### config.mk
export PLATFORM = sky130hd
export DESIGN_NAME = rr_arb_pipe
export DESIGN_NICKNAME = d
export VERILOG_FILES = /design/src/rtl/rr_arb_pipe.sv
export SDC_FILE = /design/constraint.sdc
export NUM_CORES = 1
export LEC_CHECK = 0
export ABC_CLOCK_PERIOD_IN_PS = 3200
export CAP_MARGIN = 5
export CORE_ASPECT_RATIO = 1.25
export CORE_UTILIZATION = 36
export DETAILED_ROUTE_END_ITERATION = 10
export GPL_ROUTABILITY_DRIVEN = 0
export GPL_TIMING_DRIVEN = 0
export PLACE_DENSITY_LB_ADDON = 0.3
export SLEW_MARGIN = 30
export SYNTH_ARGS = -nofsm -noshare
export SYNTH_HDL_FRONTEND = slang
export SYNTH_SLANG_ARGS = --single-unit
### constraint.sdc
create_clock -name clk -period 3.2 [get_ports clk]
set_clock_uncertainty 0.1 [all_clocks]
set_input_delay 0.96 -clock clk [delete_from_list [all_inputs] [get_ports clk]]
set_output_delay 0.96 -clock clk [all_outputs]
set_load 0.02 [all_outputs]
### src/rtl/rr_arb_pipe.sv
// N-input round-robin arbiter feeding one registered valid/data/enable stage.
// Optional packet lock (whole packets per grant) is enabled by RR_ARB_PKT_LOCK_EN.
module rr_arb_pipe #(
  parameter int N  = 4,
  parameter int DW = 32
) (
  input  logic                 clk,
  input  logic                 rst_n,
  input  logic [N-1:0]         v_up,
  input  logic [N*DW-1:0]      d_up,
  output logic [N-1:0]         e_up,
  output logic                 v_down,
  output logic [DW-1:0]        d_down,
  output logic [$clog2(N)-1:0] id_down,
  input  logic                 e_down
`ifdef RR_ARB_PKT_LOCK_EN
  ,
  input  logic [N-1:0]         l_up,
  output logic                 l_down
`endif
);
  localparam int IW = $clog2(N);

  logic [N-1:0][DW-1:0] d_arr;
  logic [IW-1:0]        ptr, g_rr, g, ptr_nxt;
  logic [IW:0]          s;
  logic [N-1:0]         gnt;
  logic                 found, any_gnt, e_l, acc, ptr_upd;

  assign d_arr = d_up;
  assign e_l   = e_down | ~v_down;

  // Walk priority order ptr, ptr+1, ... with an extra bit so non-power-of-two N wraps correctly.
  always_comb begin
    found = 1'b0;
    g_rr  = '0;
    s     = '0;
    for (int k = 0; k < N; k++) begin
      s = {1'b0, ptr} + (IW+1)'(k);
      if (s >= (IW+1)'(N)) s = s - (IW+1)'(N);
      if (!found && v_up[s[IW-1:0]]) begin
        found = 1'b1;
        g_rr  = s[IW-1:0];
      end
    end
  end

`ifdef RR_ARB_PKT_LOCK_EN
  logic          lock;
  logic [IW-1:0] lock_id;

  // A locked packet owns the stage; a gap from its owner is a bubble, not a hand-off.
  always_comb begin
    g       = g_rr;
    any_gnt = found;
    if (lock) begin
      g       = lock_id;
      any_gnt = v_up[lock_id];
    end
  end

  assign ptr_upd = l_up[g];

  always_ff @(posedge clk or negedge rst_n) begin
    if (!rst_n) begin
      lock    <= 1'b0;
      lock_id <= '0;
      l_down  <= 1'b0;
    end else if (acc) begin
      lock    <= ~l_up[g];
      lock_id <= g;
      l_down  <= l_up[g];
    end
  end
`else
  assign g       = g_rr;
  assign any_gnt = found;
  assign ptr_upd = 1'b1;
`endif

  always_comb begin
    gnt    = '0;
    gnt[g] = any_gnt;
  end

  assign e_up    = gnt & {N{e_l}};
  assign acc     = e_l & any_gnt;
  assign ptr_nxt = (g == IW'(N-1)) ? '0 : g + IW'(1);

  always_ff @(posedge clk or negedge rst_n) begin
    if (!rst_n) begin
      v_down  <= 1'b0;
      d_down  <= '0;
      id_down <= '0;
      ptr     <= '0;
    end else if (e_l) begin
      v_down <= any_gnt;
      if (acc) begin
        d_down  <= d_arr[g];
        id_down <= g;
        if (ptr_upd) ptr <= ptr_nxt;
      end
    end
  end
endmodule

==> results_dict.tcl <==
set metrics [dict create \
    internal_power_uw 1810 \
    p_per_area_nw_per_um2 672 \
    endpoint_kind "output port" \
    rsz0062_at_grt "yes" \
    place_area_sq_um 4370 \
    crit_fanout 5 \
    nets 590 \
    die_y_microns 95.3 \
    grt_pass1_wl_microns 15400 \
    ys_async_sr_fraction_pct 100 \
    synth-edff-count 0 \
    r2r_end "d_down[30]" \
    comb_power_share_pct 63.3 \
    ir_drop_uv 321 \
    drive_gt1_share_pct 15.2 \
    drtIter0Drc 94 \
    overflow 0 \
    final_hold_viol_count 0 \
    finalInstanceArea_sq_um 4600 \
    htree_levels 2 \
    antenna_left 0 \
    report.final.slew_viol_count 0 \
    cap_viol_max_count 0 \
    routed_wl_microns 9550 \
    critical-path-top-delay-family "simple AND/OR/NAND/NOR gates" \
    synth_xor_area_share_pct 0 \
    setup_slack_ns 0.0173 \
    cts.sinks 37 \
    dp_hpwl_microns 7060 \
    track_usage_pct 27.0 \
    path_clk_slew_ns 0.08 \
    dieArea_sq_um 7300 \
    ys_seq_area_share_pct 37.0 \
    netSwitchingFraction_pct 41.4 \
    hold_start "id_down[1]" \
    drtPass1Iterations 4 \
    cp.arrival_ns 2.12 \
    yosysWarnings 0 \
    antenna_found_initial 0 \
    synth_top_family_by_area "compound AO/OA/AOI/OAI gates" \
    synth_cells 265 \
    setup_viol 0 \
    drc 0 \
    dp_worst_setup_slack_ns -1.23 \
    rr_startpoint "ptr[1]" \
    fin_tns_setup_ns 0 \
    die_w_microns 76.6 \
    boundaryPins 174 \
    hold_depth 2 \
    muxShareOfSynthArea_pct 12.8 \
    start_util_pct 37.7 \
    synth-main-ff-cell "dfrtp_1" \
    synthTopCellsByArea "dfrtp_1 (37%), mux2i_1 (13%), and3_1 (8.0%)" \
    synth_compound_area_share_pct 28.0 \
    critPathLaunch "v_up[2]" \
    r2r_slack_ns 1.07 \
    hold_end "id_down[1]" \
    grt_max_degree 21 \
    crit_chain "buf_4, nor2b_1, a311oi_2, nor2_2, ha_2, and2_4, buf_6" \
    clockBufferDepth 2 \
    tightest_slew_ns 0.514 \
    avgSynthCellArea_sq_um 9.45 \
    core_sq_um 6650 \
    via_per_inst 5.45 \
    cts_root_buffer "clkbuf_8" \
    yosysUniqueCellTypes 30 \
    port_buffers 173 \
    cts_tree "yes" \
    critPathKind "input pin to output port" \
    holdWs_ns 0.389 \
    clock_latency_ns 0.29 \
    critPathMaxStageDelay_ns 0.34 \
    cp_slowest_cell "a311oi_2" \
    power_frac_clock_pct 11.4 \
    worst_ep_required_time_ns 2.14 \
    synth_top_area_share_pct 37.0 \
    min_period_ns 3.18 \
    p_switching_uw 1280 \
    cp-start-kind "input pin" \
    placementRows 33 \
    p_seq_share_pct 25.3 \
    cts-buffers-inserted 5 \
    crit_buf_inv 2 \
    r2r_cells 6 \
    vias 2946 \
    timing.final.crit_share_pct 99.5 \
    synthAdderAreaFrac_pct 0.500 \
    leakagePower_uw 0.00190 \
    grt_pass1_vias 3156 \
    synth_nets 401 \
    outcome "finished, final reports clean" \
    syn2layout_area_growth_pct 83.6 \
    synth_top_area_cell "dfrtp_1" \
    syn-cell-area_sq_um 2500 \
    hold_class "flop to flop" \
    yosys_register_bits 37 \
    wl_per_cell_microns 17.7 \
    antennaDiodeCount 0 \
    synthSimpleGateAreaFrac_pct 14.8 \
    fmax_ghz 0.314 \
    relSlewSlack_pct 65.7 \
]
[cell families (layout without fill, tap and decap cells)]
family	Yosys count	after routing
AO/OA/AOI/OAI	104	104
adder cells (fa/ha/maj)	1	1
buffers and inverters	29	218
flip-flops	37	37
multiplexers	32	32
AND/OR/NAND/NOR	62	62
[cell type report]
class / count / area, sq um
fillers: 576 / 2050
repair buffers: 183 / 1800
clock buffers: 6 / 82.6
inverters: 2 / 7.51
plain buffers: 26 / 178
flip-flops and latches: 37 / 926
clock inverters: 1 / 7.51
multi-input cells: 199 / 1490
well taps: 87 / 109
[sequential cells by signal (all words and copies together), names as in the netlist]
signal   flops
d_down      32
id_down      2
ptr          2
v_down       1
[worst min-delay path, delay by kind of cell, from the launching register on]
kind          cells  cell delay [ns]
flops             1             0.35
simple gates      2             0.11
[stage by stage]
stage / std cells / power [uW] / util, %
after floorplan: 265 / 1840 / -
after global placement: 525 / 2620 / 65.4
after detailed placement: 526 / 2660 / 65.7
after CTS: 541 / 3080 / 69.0
after global routing: 541 / 3260 / 69.2
final: 541 / 3090 / 69.2
[synthesized netlist by cell type (all sizes together) (2+ instances only)]
master,number
a21oi,3
a211oi,32
nand2,13
mux2i,32
clkbuf,11
buf,16
and3,32
o21ai,33
nor2,4
dfrtp,37
o22ai,32
inv,2
nand2b,5
[power groups by stage]
stage,Sequential (uW),Combinational [uW],Clock [uW]
2_1_floorplan,997,845,0
3_3_place_gp,773,1840,0
3_5_place_dp,777,1880,0
4_1_cts,778,1950,352
5_1_grt,809,2080,369
6_report,783,1960,352
[routing by layer]
metal	vias up	global-route usage [%]	part of all wire, %
li1	1401	-	-
met3	11	6.12	5.4
met4	0	7.37	1.4
met5	-	0	0
met2	119	52.3	54
met1	1415	29.5	39
[placed cells by master, fill, tap and decap left out, types with 2 or more instances in the layout]
cell and n:
a211oi_2 8, a211oi_1 24, dfrtp_1 37, mux2i_1 32
clkbuf_8 7, o21ai_1 12, o22ai_1 32, nand2b_4 4
clkdlybuf4s50_1 163, and3_1 32, buf_2 11, a21oi_2 2
nor2_1 3, buf_6 6, o21ai_0 21, nand2_1 11
buf_4 15, clkbuf_1 10
[worst max-delay path by stage]
| stage | cells after the start | to | slack [ns] |
|---|---|---|---|
| 2_1_floorplan | 6 | e_up[2] | 0.02 |
| 3_3_place_gp | 8 | e_up[2] | -1.21 |
| 3_5_place_dp | 8 | e_up[2] | -1.23 |
| 4_1_cts | 8 | e_up[3] | 0.005 |
| 5_1_grt | 7 | e_up[1] | -0.02 |
| 6_report | 7 | e_up[3] | 0.02 |
[what timing repair did]
action | in CTS | in global routing
hold buffers | 0 | 0
pin swaps | 8 | 5
setup endpoints to repair | 4 | 4
buffers inserted | 9 | 0
gates resized for setup | 63 | 3
Note: power is estimated with default switching activity, not from simulation.
